## src/rtl/cpu_arch_reg_bank.sv

```systemverilog
// ============================================================================
// cpu_arch_reg_bank : PC / IR / general-register / flag bank with PC-flag shadow
// Revision 1.0 - initial release
// ============================================================================
`default_nettype none

module cpu_arch_reg_bank #(
  parameter int WORD_SIZE     = 19,
  parameter int ADDR_SIZE     = 20,
  parameter int OPCODE_SIZE   = 5,
  parameter int FLAG_REG_SIZE = 4,
  parameter int NUM_GP        = 3,
  parameter int SEL_W         = 3,
  parameter logic [ADDR_SIZE-1:0] PC_RESET = '0
) (
  input  logic                     clk,
  input  logic                     rst,
  input  logic                     load_en,
  input  logic [SEL_W-1:0]         load_sel,
  input  logic [WORD_SIZE-1:0]     load_data,
  input  logic                     pc_inc,
  input  logic [FLAG_REG_SIZE-1:0] flag_we,
  input  logic [FLAG_REG_SIZE-1:0] flag_in,
  input  logic                     snap,
  input  logic                     restore,
  input  logic [SEL_W-1:0]         rd_sel_a,
  input  logic [SEL_W-1:0]         rd_sel_b,
  output logic [WORD_SIZE-1:0]     rd_data_a,
  output logic [WORD_SIZE-1:0]     rd_data_b,
  output logic [ADDR_SIZE-1:0]     pc_out,
  output logic [WORD_SIZE-1:0]     ir_out,
  output logic [OPCODE_SIZE-1:0]   opcode_out,
  output logic [FLAG_REG_SIZE-1:0] flags_out,
  output logic                     err_bad_sel
);

  localparam int NUM_SEL = NUM_GP + 2;

  if ((1 << SEL_W) < NUM_SEL) begin : g_sel_w_check
    $error("cpu_arch_reg_bank: SEL_W too narrow for NUM_GP+2 selects");
  end

  logic [ADDR_SIZE-1:0]     pc;
  logic [ADDR_SIZE-1:0]     shadow_pc;
  logic [WORD_SIZE-1:0]     ir;
  logic [WORD_SIZE-1:0]     gp [NUM_GP];
  logic [FLAG_REG_SIZE-1:0] flags;
  logic [FLAG_REG_SIZE-1:0] shadow_flags;
  logic                     load_valid;

  assign load_valid = (32'(load_sel) < NUM_SEL);

  // Shadow always captures pre-edge state, so snap+restore together is a swap.
  always_ff @(posedge clk or posedge rst) begin
    if (rst) begin
      pc           <= PC_RESET;
      shadow_pc    <= PC_RESET;
      ir           <= '0;
      flags        <= '0;
      shadow_flags <= '0;
      err_bad_sel  <= 1'b0;
      for (int k = 0; k < NUM_GP; k++) gp[k] <= '0;
    end else begin
      err_bad_sel <= load_en && !load_valid;

      if (restore)
        pc <= shadow_pc;
      else if (load_en && load_sel == '0)
        pc <= ADDR_SIZE'(load_data);
      else if (pc_inc)
        pc <= pc + ADDR_SIZE'(1);

      if (restore)
        flags <= shadow_flags;
      else
        flags <= (flags & ~flag_we) | (flag_in & flag_we);

      if (snap) begin
        shadow_pc    <= pc;
        shadow_flags <= flags;
      end

      if (load_en && load_sel == SEL_W'(1))
        ir <= load_data;

      for (int k = 0; k < NUM_GP; k++)
        if (load_en && 32'(load_sel) == k + 2) gp[k] <= load_data;
    end
  end

  always_comb begin
    rd_data_a = '0;
    if (rd_sel_a == '0)
      rd_data_a = WORD_SIZE'(pc);
    else if (rd_sel_a == SEL_W'(1))
      rd_data_a = ir;
    for (int k = 0; k < NUM_GP; k++)
      if (32'(rd_sel_a) == k + 2) rd_data_a = gp[k];
  end

  always_comb begin
    rd_data_b = '0;
    if (rd_sel_b == '0)
      rd_data_b = WORD_SIZE'(pc);
    else if (rd_sel_b == SEL_W'(1))
      rd_data_b = ir;
    for (int k = 0; k < NUM_GP; k++)
      if (32'(rd_sel_b) == k + 2) rd_data_b = gp[k];
  end

  assign pc_out     = pc;
  assign ir_out     = ir;
  assign opcode_out = ir[WORD_SIZE-1 -: OPCODE_SIZE];
  assign flags_out  = flags;

endmodule

`default_nettype wire

```

## config.mk

```make
export PLATFORM = sky130hd
export DESIGN_NAME = cpu_arch_reg_bank
export DESIGN_NICKNAME = d
export VERILOG_FILES = /design/src/rtl/cpu_arch_reg_bank.sv
export SDC_FILE = /design/constraint.sdc
export NUM_CORES = 1
export LEC_CHECK = 0
export CAP_MARGIN = 20
export CORE_ASPECT_RATIO = 0.7
export CORE_MARGIN = 1.5
export CORE_UTILIZATION = 55
export DETAILED_ROUTE_END_ITERATION = 7
export DONT_BUFFER_PORTS = 1
export GPL_TIMING_DRIVEN = 1
export HOLD_SLACK_MARGIN = 0.15
export PLACE_DENSITY = 0.73
export SETUP_SLACK_MARGIN = 0.15
export SLEW_MARGIN = 20
export SYNTH_ARGS = -nofsm -noshare
export SYNTH_HDL_FRONTEND = slang
export SYNTH_SLANG_ARGS = --single-unit
```

## constraint.sdc

```tcl
create_clock -name clk -period 4.39 [get_ports clk]
set_input_delay 0.878 -clock clk [delete_from_list [all_inputs] [get_ports clk]]
set_output_delay 0.878 -clock clk [all_outputs]
set_load 0.03 [all_outputs]
```

; Word level (Yosys, flattened, before mapping)
; Cells that the tools add are included.
; Widths: inputs -> output; s select.
[word_totals]
latch_bits = 0
inputBits = 42
output_inout_bits = 87
word_cells = 52
mem_bits_ro = 0
mem_bits_rw = 0
memories = 0
reg_bits = 125
[op_classes]
addsub = 1
n_lt_le_gt_ge = 1
reduce_logical = 11
muxes = 14
mul = 0
shift = 0
div_mod_pow = 0
bitwise = 4
eq_ne = 12
[ops]
columns = op, count
row1 = $mux 19, 10
row2 = $mux 20, 3
row3 = $add 20x1->20 const B, 1
row4 = $eq 3x2->1 const B, 6
row5 = $eq 3x1->1 const B, 3
row6 = $eq 3x3->1 const B, 3
row7 = $logic_not 3->1, 3
row8 = $and 4x4->4, 2
row9 = $logic_and 1x1->1, 6
row10 = $mux 4, 1
row11 = $not 4->4, 1
row12 = $or 4x4->4, 1
row13 = $lt 3x3->1 const B, 1
row14 = $reduce_bool 3->1, 1
row15 = $logic_not 1->1, 1

; Logic depth before layout (Yosys ltp)
; Gate-level depths: netlist of run 1.
[depth]
depth_word = 6
depth_mapped = 8

; Least setup slack after synthesis of run 1
; OpenSTA, ideal clock, no wires.
[synth_timing]
path_kind = input port to output port
startpoint = input port rd_sel_b[0]
endpoint = output port rd_data_b[10]
cell_stages = 5
setup_slack_ns = 1.240
path_buffers = 2
arrival_time_ns = 2.272
path_cell_list = buf_2 buf_2 mux4_2 inv_1 o21ai_0
[synth_between]
elab_chain_len = 6
elab_cells_between_ends = 10
cone_classes = eq/ne (4) / mux (5) / reduce/logical (1)
[synth_lines]
columns = element, line
row1 = "start, declared", 27  ; input logic [SEL_W-1:0] rd_sel_b,
row2 = $eq 3x1->1, 105  ; else if (rd_sel_b == SEL_W'(1))
row3 = $mux 19, 105
row4 = $mux 19, 103  ; if (rd_sel_b == '0)
row5 = $mux 19 (2 in a row), 108  ; if (32'(rd_sel_b) == k + 2) rd_data_b = gp[k];
row6 = $mux 19 (*), 108
row7 = "end, declared", 29  ; output logic [WORD_SIZE-1:0] rd_data_b,
; Every way passes the cells marked *; elsewhere a longest branch is shown, timed or not.

; Worst setup path in the final report of run 1
[layout_timing]
startpoint = input port rd_sel_b[2]
endpoint = output port rd_data_b[18]
; Same word-level chain as after synthesis.

==> results of run 1 <==
==> stage by stage <==
stage	setup WS (ns)	cell area [sq um]	power (W)	utilization (%)
2_1_floorplan	0.1844	7003	0.002682	-
3_3_place_gp	0.9386	6965	0.002802	56.07
3_5_place_dp	0.9045	6980	0.002869	56.19
4_1_cts	0.8993	7606	0.004364	61.23
5_1_grt	0.7240	7621	0.004540	61.35
6_report	0.7567	7621	0.004367	61.35
==> per-layer routing <==
| metal | global-route usage [%] | vias to the layer above | share of wire, % |
|---|---|---|---|
| met2 | 45.20 | 329 | 46 |
| met1 | 41.17 | 2719 | 40 |
| met5 | 0 | - | 0 |
| met3 | 10.49 | 36 | 12 |
| li1 | - | 2282 | - |
| met4 | 10.50 | 0 | 2.4 |
==> cell type report <==
| cell class | count | area [sq um] |
|---|---|---|
| Inverter | 20 | 77.57 |
| Clock buffer | 21 | 460.4 |
| Multi-Input combinational cell | 438 | 3467 |
| Clock inverter | 11 | 165.2 |
| Timing Repair Buffer | 14 | 120.1 |
| Fill cell | 992 | 4801 |
| Tap cell | 162 | 202.7 |
| Sequential cell | 125 | 3128 |
==> power by group through the flow <==
stage	Sequential (W)	Clock (W)	Combinational, W
finish	0.00201	0.00150	0.000859
global route	0.00205	0.00156	0.000934
CTS	0.00200	0.00151	0.000859
detailed placement	0.00202	0	0.000853
global placement	0.00199	0	0.000816
floorplan	0.00183	0	0.000855
==> Yosys cell counts, types with 4 or more instances <==
cell type  count  share of area (%)
xor2_1         7               0.88
nor3_1         9               0.64
mux2_2        98                 16
buf_4         12                1.3
nand2_1       36                1.9
nor2_1        39                2.1
and3_1         5               0.45
nand3_1       13               0.93
nor2b_1        6               0.54
a22oi_1       24                2.6
nand3_2        4               0.57
xnor2_1        7               0.88
inv_1         20                1.1
buf_2         11               0.79
a21oi_1       43                3.1
mux2i_1       29                4.1
clkbuf_1      23                1.2
mux4_2        14                4.5
a31oi_1        4               0.36
o21ai_0       35                2.5
o22ai_1       25                2.2
dfrtp_1      125                 45
==> worst max-delay path, stage by stage <==
cell     delay (ns)
nor2b_1        0.12
buf_4          0.21
nor2b_1        0.96
nand2_1        0.10
o21ai_0        0.48
==> kinds of logic after synthesis <==
logic type | share of synthesized area, %
fa+ha+maj | 0.1786
xor+xnor | 1.751
simple gates | 10.47
mux | 24.41
compound gates | 12.70
buf+inv | 5.824
flops | 44.67
==> how the worst max path moves through the flow <==
stage                                      end  slack [ns]  cells past startpoint
floorplan           asynchronous set/reset pin        0.18                      1
global placement                 rd_data_b[18]        0.94                      5
detailed placement               rd_data_b[18]        0.90                      5
CTS                              rd_data_b[18]        0.90                      5
global route                     rd_data_b[18]        0.72                      5
finish                           rd_data_b[18]        0.76                      5
==> flip-flops by register name, indices dropped and copies added, names as in the netlist, named ones only <==
name,cells
shadow_flags,4
pc_out,20
gp,57
err_bad_sel,1
shadow_pc,20
ir_out,19
==> flow_summary.yaml, run 1 <==
status:
  status: "finished clean"
cts:
  postCtsHoldBufs: 0
  cts_root_buf: "clkbuf_16"
  clock_latency_ns: 0.42
  clock-sinks: 125
  cts_tree: "yes"
  cts_max_path_buffers: 2
  clk_pin_slew_ns: 0.06
  cts_buffers: 17
  cts_max_level: 4
  cts_setup_buffers: 0
  post_cts_resized: 0
synthesis:
  synth_cell_types: 55
  synth_nets: 684
  synth_edf_count: 0
  synthCells: 641
  synth_area_sq_um: 7003
  ys.flop_type: "dfrtp_1"
  syn_area_per_cell_sq_um: 10.93
  ys_warn_count: 0
  synthArstFlopShare_pct: 100.0
  synth-seq-cells: 125
  yosysSeqAreaShare_pct: 44.67
pwr:
  switching_share_pct: 35.36
  ir_drop_mv: 0.3131
  power_density_nw_per_um2: 573.0
  p_leak_nw: 3.183
  p_int_w: 0.002823
  seqPwrFrac_pct: 46.0
  clkPwrFrac_pct: 34.3
  power_switching_w: 0.001544
  pwr-share-comb_pct: 19.7
placed_design:
  placed_cells: 758
  port_buffers: 0
  place.gp.congestion: 0.8514
  dp_hpwl_um: 13000
run:
  drv_cap: 0
layout:
  fin_nets: 659
  layout_common_cells: "125 x dfrtp_1, 98 x mux2_2, 43 x a21oi_1, 39 x nor2_1, 36 x nand2_1"
  layout_commonest_cell: "dfrtp_1"
  area_growth_pct: 8.826
  drive_above_1_share_pct: 27.66
  diodes: 0
  fin_cells: 791
floorplanning:
  fp.dieW_um: 137.9
  fp-row-count: 34
  core_sq_um: 12420
  dieArea_sq_um: 13430
  initial_core_util_pct: 56.38
  io_pins: 129
  die_y_um: 97.41
detailed_routing:
  drc_errors: 0
  wl_per_cell_um: 24.68
  dr.pass1.iters: 5
  vias: 5366
  drt_iter0_drc: 489
  routed_wl_um: 19530
  vias_per_cell: 6.784
  final_antenna_net_count: 0
global_route:
  antenna_found_initial: 0
  grtUsageTotal_pct: 30.30
  grt_max_degree: 76
  grt_overflow_total: 0
  grt_pass1_wl_um: 30430
  grt_pass1_vias: 5244
min_path:
  hp-class: "flip-flop to flip-flop"
  whs_endpoint: "pc_out[0]$_DFFE_PP0P_"
  min_from: "shadow_pc[0]$_DFFE_PP0P_"
  min_path_cells: 2
critical_path:
  r2r_start: "pc_out[0]$_DFFE_PP0P_"
  r2r_cells: 6
  r2r_setup_slack_ns: 2.02
  crit_path_max_fanout: 21
  crit_start: "rd_sel_b[2]"
  worstSetupPathType: "input port to output pin"
  arrival_ns: 2.76
  cp.required_ns: 3.51
  regToRegEndpoint: "pc_out[14]$_DFFE_PP0P_"
  start_kind: "input port"
  cp-end-kind: "output pin"
sta:
  fmax_mhz: 275.2
  whs_ns: 0.4835
  slew_headroom_pct: 19.90
  final_hold_viol_count: 0
  slew_viol_final: 0
  rsz0062_at_grt: "no"
  tns_ns: 0
  worst_slew_pin_slew_ns: 1.199
  setup_violations: 0
  fin_skew_ns: 0.007286
  fin_crit_sh_pct: 82.76
  period_minus_slack_ns: 3.633
No activity file was read; power rests on OpenSTA's default activity.
==> run 2: changes to the inputs <==
--- a/config.mk
+++ b/config.mk
@@ -13,7 +13,7 @@
 export DONT_BUFFER_PORTS = 1
 export GPL_TIMING_DRIVEN = 1
 export HOLD_SLACK_MARGIN = 0.15
-export PLACE_DENSITY = 0.73
+export PLACE_DENSITY = 0.7
 export SETUP_SLACK_MARGIN = 0.15
 export SLEW_MARGIN = 20
 export SYNTH_ARGS = -nofsm -noshare
==> constraint.sdc (replaced) <==
create_clock -name clk -period 3.5 [get_ports clk]
set_input_delay 0.7 -clock clk [delete_from_list [all_inputs] [get_ports clk]]
set_output_delay 0.7 -clock clk [all_outputs]
set_load 0.03 [all_outputs]
==> run 2 against run 1 <==
Effect of this change:
- sequential share of layout area fell by 1.0 points
- wire length grew 0.30%
- worst setup slack lost 0.13 ns
- highest routed layer unchanged
- sequential cell count did not move
- critical path depth fell by 1
- via count is 1.9% higher
==> flow_summary.yaml, run 2 (same netlist as run 1, synthesis figures left out) <==
detailed_routing:
  routed_wl_um: 19580
  drt_iter0_drc: 647
  vias: 5469
  final_antenna_net_count: 0
  wl_per_cell_um: 23.74
  vias_per_cell: 6.629
  drc_errors: 0
  dr.pass1.iters: 5
critical_path:
  max_stage_delay_ns: 0.76
  start_kind: "flip-flop"
  arrival_ns: 2.18
  r2r_setup_slack_ns: 1.18
  cp.required_ns: 2.80
  cp-end-kind: "output pin"
  crit_path_max_fanout: 5
  cp_slowest_cell: "dfrtp_1"
  crit_chain: "mux4_2, inv_1, o21ai_0, buf_4"
  worstSetupPathType: "flip-flop to output pin"
cts:
  cts_root_buf: "clkbuf_16"
  cts_max_path_buffers: 2
  postCtsHoldBufs: 0
  post_cts_resized: 0
  cts_buffers: 17
  clock-sinks: 125
  clock_latency_ns: 0.43
  cts_setup_buffers: 0
  cts_tree: "yes"
  clk_pin_slew_ns: 0.05
  cts_max_level: 4
pwr:
  power_density_nw_per_um2: 688.7
  clkPwrFrac_pct: 31.5
  power_switching_w: 0.001924
  p_int_w: 0.003458
  switching_share_pct: 35.75
  seqPwrFrac_pct: 46.7
  p_leak_nw: 3.347
  ir_drop_mv: 0.4316
  pwr-share-comb_pct: 21.8
layout:
  diodes: 0
  fin_area_sq_um: 7815
  nFillCells: 995
  regArea_sq_um: 3128
  largest_reg_flops: 57
  area_growth_pct: 11.60
  drive_above_1_share_pct: 31.22
  layout_common_cells: "125 x dfrtp_1, 98 x mux2_2, 47 x buf_4, 43 x a21oi_1, 39 x nor2_1"
  largest-register: "gp"
  multiInputGateArea_sq_um: 3467
  layout_commonest_cell: "dfrtp_1"
  fin_nets: 693
floorplanning:
  io_pins: 129
  dieArea_sq_um: 13430
  fp-row-count: 34
  initial_core_util_pct: 56.38
  core_sq_um: 12420
  die_y_um: 97.41
  fp.dieW_um: 137.9
global_route:
  grt_pass1_wl_um: 31050
  grt_max_degree: 61
  grtUsageTotal_pct: 31.15
  antenna_found_initial: 0
  grt_overflow_total: 0
  grt_pass1_vias: 5553
min_path:
  hp-class: "input port to asynchronous set/reset pin"
placed_design:
  place.gp.congestion: 0.8462
  postPlaceCellArea_sq_um: 7249
  dp_hpwl_um: 13070
  port_buffers: 0
run:
  drv_cap: 0
sta:
  fmax_mhz: 347.5
  worst_slew_pin_slew_ns: 0.8670
  rsz0062_at_grt: "no"
  slew_viol_final: 0
  tns_ns: 0
  final_hold_viol_count: 0
  fin_skew_ns: 0.007848
  setup_violations: 0
  slew_headroom_pct: 42.08
  period_minus_slack_ns: 2.878
  fin_crit_sh_pct: 82.23
status:
  status: "finished clean"
run 2: cell count changes in the layout (fill, tap and decap cells not counted):
cell        change
buf_12          +1
buf_4          +35
buf_8           -2
bufinv_16       -3
clkbuf_1        +1
clkbuf_8        +3
clkinv_2        +3
clkinvlp_4      -3
inv_4           -1
run 2: power groups by stage:
stage / Combinational, W / Sequential (W) / Clock (W)
6_report: 0.00117 / 0.00252 / 0.00170
5_1_grt: 0.00128 / 0.00257 / 0.00178
4_1_cts: 0.00117 / 0.00251 / 0.00171
3_5_place_dp: 0.00116 / 0.00253 / 0
3_3_place_gp: 0.00112 / 0.00250 / 0
2_1_floorplan: 0.00107 / 0.00229 / 0
run 2: worst max-delay path: cells and delay by family, from the launching register on:
family	cells	cell delay [ns]
buf+inv	2	0.28
mux	1	0.39
flops	1	0.76
compound gates	1	0.33
run 2: final cells by class:
type / count / share of cell area (%)
multi-input combinational: 438 / 44.36
sequential: 125 / 40.03
clock buffer: 25 / 6.468
timing repair buffer: 48 / 4.771
tap: 162 / 2.594
inverter: 20 / 1.009
clock inverter: 7 / 0.7685
run 2: routing by layer:
| layer | global-route usage [%] | wire length (um) |
|---|---|---|
| met2 | 46.92 | 9072 |
| met3 | 10.22 | 2273 |
| met5 | 0 | 0 |
| met1 | 42.01 | 7741 |
| met4 | 11.62 | 497 |
run 2: metrics by stage:
stage	cells	setup WS, ns	utilization [%]	total power [W]	hold slack [ns]
6_report	825	0.6221	62.91	0.005382	0.3025
5_1_grt	825	0.5604	62.91	0.005631	0.3662
4_1_cts	825	0.6574	62.91	0.005386	0.3352
3_5_place_dp	793	0.8206	58.36	0.003692	0.4635
3_3_place_gp	793	0.9205	58.36	0.003612	0.4557
2_1_floorplan	641	0.7058	-	0.003364	0.4460
run 2: final timing paths:
kind	startpoint	to	cells after the start
setup / recovery	ir_out[18]$_DFFE_PP0P_	rd_data_a[18]	4
hold / removal	rst	shadow_pc[12]$_DFFE_PP0P_	1
setup reg to reg	pc_out[0]$_DFFE_PP0P_	pc_out[14]$_DFFE_PP0P_	6
hold reg to reg	shadow_flags[2]$_DFFE_PP0P_	flip-flop	2
max in group asynchronous	rst	pc_out[3]$_DFFE_PP0P_	2
min in group clk	snap	shadow_pc[5]$_DFFE_PP0P_	1
